===== src/rtl/lsu_pkg.sv =====
// Shared encodings and helpers for the load/store unit and the writeback extender.
package lsu_pkg;

    localparam logic [1:0] SIZE_BYTE = 2'b00;
    localparam logic [1:0] SIZE_HALF = 2'b01;
    localparam logic [1:0] SIZE_WORD = 2'b10;

    typedef enum logic [1:0] {
        IDLE   = 2'd0,
        ACCESS = 2'd1,
        DONE   = 2'd2
    } lsu_state_e;

    function automatic logic [2:0] size_bytes(input logic [1:0] size);
        case (size)
            SIZE_BYTE: return 3'd1;
            SIZE_HALF: return 3'd2;
            SIZE_WORD: return 3'd4;
            default:   return 3'd1;
        endcase
    endfunction

    // The reserved size 11 is reported through the same error path as misalignment.
    function automatic logic is_misaligned(input logic [1:0] size, input logic [1:0] addr_lo);
        case (size)
            SIZE_BYTE: return 1'b0;
            SIZE_HALF: return addr_lo[0];
            SIZE_WORD: return addr_lo != 2'b00;
            default:   return 1'b1;
        endcase
    endfunction

endpackage


===== src/rtl/lsu_extend.sv =====
// Sign/zero extension of an assembled little-endian load buffer to 32 bits.
module lsu_extend
    import lsu_pkg::*;
(
    input  logic [31:0] raw,
    input  logic [1:0]  size,
    input  logic        is_signed,
    output logic [31:0] result
);

    always_comb begin
        result = raw;
        case (size)
            SIZE_BYTE: result = {{24{is_signed & raw[7]}}, raw[7:0]};
            SIZE_HALF: result = {{16{is_signed & raw[15]}}, raw[15:0]};
            default:   result = raw;
        endcase
    end

endmodule


===== src/rtl/load_store_unit.sv =====
// Memory-stage controller: serialises byte/half/word loads and stores into
// one little-endian byte access per cycle against a byte-wide data memory.
module load_store_unit
    import lsu_pkg::*;
#(
    parameter int MEM_ADDR_W = 8
) (
    input  logic                  clk,
    input  logic                  reset,
    // Handshake: a request is taken on any rising edge where req_valid && req_ready;
    // upstream holds every req_* field stable until that edge.
    input  logic                  req_valid,
    output logic                  req_ready,
    input  logic                  req_write,
    input  logic [1:0]            req_size,
    input  logic                  req_signed,
    input  logic [31:0]           req_addr,
    input  logic [31:0]           req_wdata,
    output logic                  resp_valid,
    output logic [31:0]           resp_rdata,
    output logic                  resp_error,
    output logic [MEM_ADDR_W-1:0] mem_addr,
    output logic [7:0]            mem_wdata,
    output logic                  mem_read,
    output logic                  mem_write,
    input  logic [7:0]            mem_rdata,
    output logic [1:0]            dbg_state
);

    lsu_state_e            state;
    logic [1:0]            k;
    logic [MEM_ADDR_W-1:0] addr_lat;
    logic [1:0]            size_lat;
    logic                  write_lat;
    logic                  signed_lat;
    logic                  error_lat;
    logic [31:0]           wdata_lat;
    logic [31:0]           rbuf;
    logic [31:0]           ext_data;
    logic                  last_byte;
    logic                  in_access;
    logic                  unused_addr_hi;

    assign unused_addr_hi = ^req_addr[31:MEM_ADDR_W];
    assign last_byte      = ({1'b0, k} == size_bytes(size_lat) - 3'd1);

    always_ff @(posedge clk) begin
        if (reset) begin
            state      <= IDLE;
            k          <= 2'd0;
            addr_lat   <= '0;
            size_lat   <= SIZE_BYTE;
            write_lat  <= 1'b0;
            signed_lat <= 1'b0;
            error_lat  <= 1'b0;
            wdata_lat  <= 32'd0;
            rbuf       <= 32'd0;
        end else begin
            case (state)
                IDLE: begin
                    if (req_valid) begin
                        addr_lat   <= req_addr[MEM_ADDR_W-1:0];
                        size_lat   <= req_size;
                        write_lat  <= req_write;
                        signed_lat <= req_signed;
                        wdata_lat  <= req_wdata;
                        rbuf       <= 32'd0;
                        k          <= 2'd0;
                        if (is_misaligned(req_size, req_addr[1:0])) begin
                            error_lat <= 1'b1;
                            state     <= DONE;
                        end else begin
                            error_lat <= 1'b0;
                            state     <= ACCESS;
                        end
                    end
                end
                ACCESS: begin
                    if (!write_lat) begin
                        rbuf[{k, 3'b000} +: 8] <= mem_rdata;
                    end
                    k <= k + 2'd1;
                    if (last_byte) begin
                        state <= DONE;
                    end
                end
                DONE:    state <= IDLE;
                default: state <= IDLE;
            endcase
        end
    end

    lsu_extend u_extend (
        .raw       (rbuf),
        .size      (size_lat),
        .is_signed (signed_lat),
        .result    (ext_data)
    );

    // Every output below is decoded from registered state only.
    assign in_access  = (state == ACCESS);
    assign req_ready  = (state == IDLE);
    assign mem_read   = in_access & ~write_lat;
    assign mem_write  = in_access & write_lat;
    assign mem_addr   = in_access ? addr_lat + MEM_ADDR_W'(k) : '0;
    assign mem_wdata  = mem_write ? wdata_lat[{k, 3'b000} +: 8] : 8'd0;
    assign resp_valid = (state == DONE);
    assign resp_error = resp_valid & error_lat;
    assign resp_rdata = (resp_valid & ~write_lat & ~error_lat) ? ext_data : 32'd0;
    assign dbg_state  = state;

endmodule


===== config.mk =====
export PLATFORM = sky130hd
export DESIGN_NAME = load_store_unit
export DESIGN_NICKNAME = d
export VERILOG_FILES = /design/src/rtl/lsu_pkg.sv /design/src/rtl/lsu_extend.sv /design/src/rtl/load_store_unit.sv
export SDC_FILE = /design/constraint.sdc
export NUM_CORES = 1
export LEC_CHECK = 0
export CAP_MARGIN = 20
export CELL_PAD_IN_SITES_DETAIL_PLACEMENT = 0
export CELL_PAD_IN_SITES_GLOBAL_PLACEMENT = 1
export CORE_MARGIN = 2
export CORE_UTILIZATION = 34
export DETAILED_ROUTE_END_ITERATION = 8
export PLACE_DENSITY_LB_ADDON = 0.1
export RECOVER_POWER = 25
export SLEW_MARGIN = 20
export SYNTH_ARGS = -nofsm -noshare
export SYNTH_HDL_FRONTEND = slang
export SYNTH_SLANG_ARGS = --single-unit

===== constraint.sdc =====
create_clock -name clk -period 2.5 [get_ports clk]
set_clock_uncertainty 0.2 [all_clocks]
set_input_delay 0.375 -clock clk [delete_from_list [all_inputs] [get_ports clk]]
set_output_delay 0.375 -clock clk [all_outputs]
set_load 0.005 [all_outputs]

==> reports/qor.yml, run 1 <==
clock_tree:
  ctsRootBufferMaster: "clkbuf_16"
  clk_path_buf_depth: 2
  cts_tree: "done"
  clk_pin_slew_ns: 0.06
  cts-buffers-inserted: 9
  htreeDepth: 3
  ctsHoldBuffers: 0
  clock_latency_ns: 0.34
  cts_num_sinks: 81
critical_path:
  crit_chain: "nand2b_4, or3_4, buf_12, a21oi_2, clkdlybuf4s50_1"
  crit_arrival_ns: 1.93
  endpoint_kind: "output pin"
  critPathLaunchType: "flip-flop"
  worstPathMaxFanout: 24
  crit_path_top_delay_cell: "clkdlybuf4s50_1"
  required_ns: 1.92
  critical_path_buf_inv_count: 2
  critical_path_class: "flip-flop to output pin"
  critPathTopFamily: "buffers and inverters"
  worst_path_largest_cell_delay_ns: 0.50
timing:
  timing.fmax_ghz: 0.3996
  holdWs_ns: 0.2528
  post-route-period-util_pct: 100.1
  worst_pin_slew_ns: 0.4950
  fin_crit_ns: 2.502
  slew_headroom_pct: 67.00
  drv_slew: 0
  grt_setup_unrepaired: "true"
  setup_slack_ns: -0.002290
  hold_viol: 0
  finalSetupViolations: 1
logic_synthesis:
  async_reset_ff_share_pct: 0
  synth_top_family_by_area: "simple AND/OR/NAND/NOR gates"
  synth_xor_area_share_pct: 0.5993
  synth-compound-area-share_pct: 12.16
  seq_area_frac_synth_pct: 36.99
  synth_seq_cells: 81
  synth_edf_count: 0
  yosys-mux-area-fraction_pct: 9.589
  syn_area_per_cell_um2: 8.241
  syn_area_um2: 4384
  yosys.area_share.simple_pct: 30.91
  ys_types: 47
  synth_cells: 532
  synthAdderAreaFrac_pct: 3.311
  yosysWarnings: 0
  synthFlopType: "dfxtp_1"
  syn_nets: 622
detailed_routing:
  remaining_drc_errors: 0
  wire_per_inst_um: 15.66
  drt_iter0_drc: 165
  via_per_inst: 4.964
  dr.pass1.iters: 4
  totalWireLength_mm: 12.98
  vias: 4115
  ant_nets: 0
global_routing:
  track_usage_pct: 18.41
  grt-ovfl-total: 0
  antenna_found_initial: 0
  grt_max_degree: 46
  grt_pass1_vias: 3981
  grt_pass1_wl_mm: 20.63
power_and_ir_drop:
  peakVddDrop_mv: 0.2554
  p_per_area_nw_per_um2: 545.9
  p_leak_nw: 2.517
  totalPowerFinal_w: 0.003445
floorplan:
  die_y_um: 117.6
  std_cell_rows: 41
  start_util_pct: 34.74
  die_x_um: 117.6
  die_area_um2: 13820
  num_io_pins: 134
  core-area_um2: 12620
cells_and_area:
  final_core_util_pct: 50.01
  drive_gt1_share_pct: 21.77
  area_growth_pct: 43.95
  multi_input_area_um2: 2636
  n_antenna_cell: 0
  final_nets: 742
  fillCellCount: 1276
  seqCellArea_um2: 1632
  fin_area_um2: 6311
hold_path:
  hold_class: "primary input to flip-flop"
status:
  outcome: "finished, violations left"
  failed_checks: "setup timing"
placed_design:
  dp_hpwl_mm: 8.904
  routabilityCongestion: 0.7794
  dpl_worst_slack_ns: -0.01620
  io_buffers: 109
  place_area_um2: 5653
job:
  drv_cap: 0
==> area by class of cell <==
cell class,instances,share of cell area [%]
clock buffers,10,3.787
inverters,7,0.4163
multi-input cells,401,41.77
repair buffers,152,23.71
flip-flops and latches,81,25.85
well taps,172,3.410
clock inverters,6,1.051
==> metrics by stage <==
step	setup TNS, ns	std cells
after floorplan	0	532
after global placement	0	794
after detailed placement	-0.02285	794
after CTS	-1.605	819
after global routing	-0.6941	829
final	-0.002290	829
==> power by group <==
part | internal (W) | total, W | switching [W] | leakage [nW]
Combinational | 0.000345 | 0.000696 | 0.000350 | 1.71
Sequential | 0.00135 | 0.00139 | 0.0000403 | 0.663
Clock | 0.000803 | 0.00136 | 0.000556 | 0.141
==> state kept, by name, indices dropped and copies added, names as in the netlist <==
name	cells
addr_lat	8
dbg_state	2
error_lat	1
k	2
rbuf	32
signed_lat	1
size_lat	2
wdata_lat	32
write_lat	1
==> layout by cell type, fill, tap and decap left out, types with 8 or more instances in the layout <==
cell type | Yosys | routed
buf_2 | 12 | 9
nor2_1 | 22 | 22
buf_4 | 3 | 20
clkbuf_16 | 0 | 10
nand3_1 | 38 | 37
mux2i_1 | 24 | 24
mux4_2 | 8 | 8
dfxtp_1 | 81 | 75
clkdlybuf4s50_1 | 0 | 70
nor2b_1 | 10 | 8
and2_1 | 13 | 13
nand2_1 | 125 | 125
clkbuf_2 | 1 | 12
buf_6 | 9 | 15
a21oi_1 | 69 | 63
dlygate4sd2_1 | 0 | 9
nor3_2 | 12 | 13
==> per-layer routing <==
metal | vias to the layer above | track usage [%] | part of all wire, %
li1 | 2064 | - | -
met2 | 84 | 30.52 | 48
met5 | - | 0 | 0
met3 | 15 | 2.762 | 3.4
met4 | 0 | 5.873 | 1.3
met1 | 1952 | 24.69 | 47
==> logic make-up after synthesis <==
logic type,after synthesis
and+or+nand+nor,265
muxes,32
DFF,81
adders and majority gates,11
xor gates and xnor gates,3
AOI/OAI and AO/OA,90
buffers and inverters,50
==> synthesized netlist by cell type (all sizes together), types with 7 or more instances <==
library cell,number,area [um^2]
a21oi,72,394.1
and2,13,81.33
and3,8,50.05
buf,26,191.4
clkbuf,17,65.06
dfxtp,81,1622
ha,10,125.1
inv,7,26.27
mux2i,24,240.2
mux4,8,180.2
nand2,125,469.2
nand3,38,190.2
nor2,22,82.58
nor2b,10,62.56
nor3,18,150.2
o211ai,7,52.55
==> what timing repair did <==
action,4_1_cts,5_1_grt
resized for setup,78,69
gates cloned,2,1
endpoints found under the hold margin,0,0
pin swaps,6,13
buffers inserted,7,9
endpoints found under the setup margin,45,56
==> path summary, 6_finish.rpt <==
kind                            slack [ns]  depth (start not counted)                          to                        from
worst max-delay path                -0.002                          5              resp_rdata[15]   dbg_state[0]$_SDFFE_PP0P_
worst min-delay path                  0.25                          2       rbuf[17]$_SDFFE_PP0P_                       reset
worst min register to register        0.25                          2  wdata_lat[22]$_SDFFE_PP0P_  wdata_lat[22]$_SDFFE_PP0P_
worst max register to register        0.23                          8        rbuf[1]$_SDFFE_PP0P_           k[0]$_SDFFE_PP0P_
Note: power is estimated with default switching activity, not from simulation.
==> run 2, diff against run 1 <==
--- a/config.mk
+++ b/config.mk
@@ -8,6 +8,7 @@
 export CAP_MARGIN = 20
 export CELL_PAD_IN_SITES_DETAIL_PLACEMENT = 0
 export CELL_PAD_IN_SITES_GLOBAL_PLACEMENT = 1
+export CORE_ASPECT_RATIO = 2
 export CORE_MARGIN = 2
 export CORE_UTILIZATION = 34
 export DETAILED_ROUTE_END_ITERATION = 8
==> run 2 against run 1 <==
The flow still finishes with violations (setup timing). Routed wire length is 0.27% lower. First-iteration DRC count is 34% lower. Critical endpoint is now resp_rdata[19]. Sequential power hardly changed.
==> reports/qor.yml, run 2 (synthesized netlist as in run 1, its figures left out) <==
floorplan:
  die_area_um2: 13870  # was 13820 um^2
  num_io_pins: 134  # unchanged
  die_y_um: 164.6  # was 117.6 um
  std_cell_rows: 58  # was 41
  start_util_pct: 34.92  # was 34.74%
  die_x_um: 84.30  # was 117.6 um
  core-area_um2: 12550  # was 12620 um^2
critical_path:
  crit_arrival_ns: 1.97  # was 1.93 ns
  reg2reg_depth: 5  # was 8
  critPathTopFamily: "buffers and inverters"  # unchanged
  path_depth: 10  # was 5
  crit_path_end: "resp_rdata[19]"  # was resp_rdata[15]
  required_ns: 1.92  # about the same
  crit_top_cell: "buf_6"
  crit_chain: "inv_2, ha_4, buf_6, a22o_1, a21boi_4, buf_12, buf_8, buf_6, nor3_2, buf_2"  # was nand2b_4, or3_4, buf_12, a21oi_2, clkdlybuf4s50_1
  worst_path_largest_cell_delay_ns: 0.35  # was 0.50 ns
  crit_path_top_delay_cell: "dfxtp_2"  # was clkdlybuf4s50_1
  cp-startpoint: "size_lat[0]$_SDFFE_PP0P_"  # was dbg_state[0]$_SDFFE_PP0P_
  reg2reg_slack_ns: 0.20  # was 0.23 ns
  critical_path_class: "flip-flop to output pin"  # unchanged
  regToRegEndpoint: "dbg_state[0]$_SDFFE_PP0P_"  # was rbuf[1]$_SDFFE_PP0P_
  worstPathMaxFanout: 7  # was 24
  critical_path_buf_inv_count: 6  # was 2
  endpoint_kind: "output pin"  # unchanged
  critPathLaunchType: "flip-flop"  # unchanged
  reg2reg_from: "dbg_state[1]$_SDFFE_PP0P_"  # was k[0]$_SDFFE_PP0P_
global_routing:
  grt_max_degree: 49  # was 46
  antenna_found_initial: 0  # unchanged
  grt_pass1_vias: 4039  # was 3981
  grt-ovfl-total: 0  # unchanged
  track_usage_pct: 19.06  # was 18.41%
  grt_pass1_wl_mm: 20.47  # was 20.63 mm
cells_and_area:
  final_cell_mix: "nand2_1 (125), dfxtp_1 (75), clkdlybuf4s50_1 (69)"  # was nand2_1 (125), dfxtp_1 (75), clkdlybuf4s50_1 (70)
  area_growth_pct: 43.12  # was 43.95%
  fin_cells: 811  # was 829
  reg_top3: "rbuf x32, wdata_lat x32, addr_lat x8"  # unchanged
  n_antenna_cell: 0  # unchanged
  drive_gt1_share_pct: 21.03  # was 21.77%
  fin_area_um2: 6275  # was 6311 um^2
  fillCellCount: 1260  # was 1276
  layout_commonest_cell: "nand2_1"  # unchanged
  final_nets: 746  # was 742
detailed_routing:
  totalWireLength_mm: 12.95  # was 12.98 mm
  drt_iter0_drc: 109  # was 165
  dr.pass1.iters: 4  # unchanged
  ant_nets: 0  # unchanged
  via_per_inst: 5.078  # was 4.964
  remaining_drc_errors: 0  # unchanged
  vias: 4118  # was 4115
  wire_per_inst_um: 15.96  # was 15.66 um
timing:
  fin_crit_ns: 2.549  # was 2.502 ns
  setup_slack_ns: -0.04911  # was -0.002290 ns
  timing.fmax_ghz: 0.3923  # was 0.3996 GHz
  finalSetupViolations: 2  # was 1
  worst_pin_slew_ns: 0.9655  # was 0.4950 ns
  totalNegativeSetupSlack_ns: -0.09503  # was -0.002290 ns
  post-route-period-util_pct: 102.0  # was 100.1%
  hold_viol: 0  # unchanged
  grt_setup_unrepaired: "true"  # unchanged
  holdWs_ns: 0.2542  # was 0.2528 ns
  drv_slew: 0  # unchanged
  slew_headroom_pct: 35.63  # was 67.00%
job:
  drv_cap: 0  # unchanged
power_and_ir_drop:
  peakVddDrop_mv: 0.3504  # was 0.2554 mV
  p_leak_nw: 2.452  # was 2.517 nW
  p_per_area_nw_per_um2: 560.7  # was 545.9 nW/um^2
clock_tree:
  cts_num_sinks: 81  # unchanged
  cts-buffers-inserted: 9  # unchanged
  htreeDepth: 3  # unchanged
  clock_latency_ns: 0.35  # was 0.34 ns
  clk_pin_slew_ns: 0.06  # about the same
  cts_tree: "done"  # unchanged
  ctsRootBufferMaster: "clkbuf_16"  # unchanged
  clk_path_buf_depth: 2  # unchanged
status:
  outcome: "finished, violations left"  # unchanged
  failed_checks: "setup timing"  # unchanged
placed_design:
  dpl_worst_slack_ns: 0.01343  # was -0.01620 ns
  io_buffers: 109  # unchanged
  place_inst: 776  # was 794
  dp_hpwl_mm: 9.308  # was 8.904 mm
  routabilityCongestion: 0.8255  # was 0.7794
  place_area_um2: 5655  # was 5653 um^2
hold_path:
  min-delay-start: "wdata_lat[21]$_SDFFE_PP0P_"  # was reset
  hold_class: "flip-flop to flip-flop"  # was primary input to flip-flop
-- run 2: worst reg2reg max path: cells and delay by family (launching register included) --
family | cells | cell delay [ns]
simple gates | 1 | 0.47
compound gates | 2 | 0.49
buf+inv | 2 | 0.74
flops | 1 | 0.34
-- run 2: where the power goes --
part | total, W | switching, W | internal, W
registers | 0.00139 | 0.0000407 | 0.00135
logic | 0.000674 | 0.000343 | 0.000331
clock network | 0.00145 | 0.000549 | 0.000905
-- run 2: cell type report --
type	count	area [um^2]	area share (%)
inverter	7	26.28	0.4187
multi-input combinational	401	2621	41.77
clock buffer	10	239.0	3.809
clock inverter	6	90.09	1.436
timing repair buffer	156	1479	23.57
sequential	81	1632	26.00
tap	150	187.7	2.991
-- run 2: layer usage --
| metal | global-route usage, % | up-vias | routed length, um |
|---|---|---|---|
| met4 | 8.871 | 0 | 311 |
| met2 | 37.16 | 91 | 7506 |
| li1 | - | 2082 | - |
| met1 | 19.48 | 1928 | 4692 |
| met3 | 2.799 | 17 | 434 |
| met5 | 0 | - | 0 |
-- run 2: how the worst min path moves through the flow --
stage          cells after the start  slack (ns)                    endpoint
2_1_floorplan                      2        0.23        rbuf[0]$_SDFFE_PP0P_
3_3_place_gp                       2        0.24  wdata_lat[24]$_SDFFE_PP0P_
3_5_place_dp                       2        0.25  wdata_lat[26]$_SDFFE_PP0P_
4_1_cts                            2        0.26  wdata_lat[26]$_SDFFE_PP0P_
5_1_grt                            2        0.28        rbuf[0]$_SDFFE_PP0P_
6_report                           2        0.25  wdata_lat[21]$_SDFFE_PP0P_
-- run 2: repair_timing --
item / CTS / global route
setup buffers: 12 / 7
pin swaps: 16 / 8
gates cloned: 2 / 0
hold buffers: 0 / 0
resized for setup: 123 / 23
setup endpoints to repair: 41 / 17
-- run 2: metrics by stage --
stage          util [%]  total power (W)
6_report          49.98         0.003518
3_3_place_gp      45.05         0.002003
5_1_grt           49.98         0.003673
3_5_place_dp      45.05         0.002012
4_1_cts           49.24         0.003550
2_1_floorplan         -         0.001774
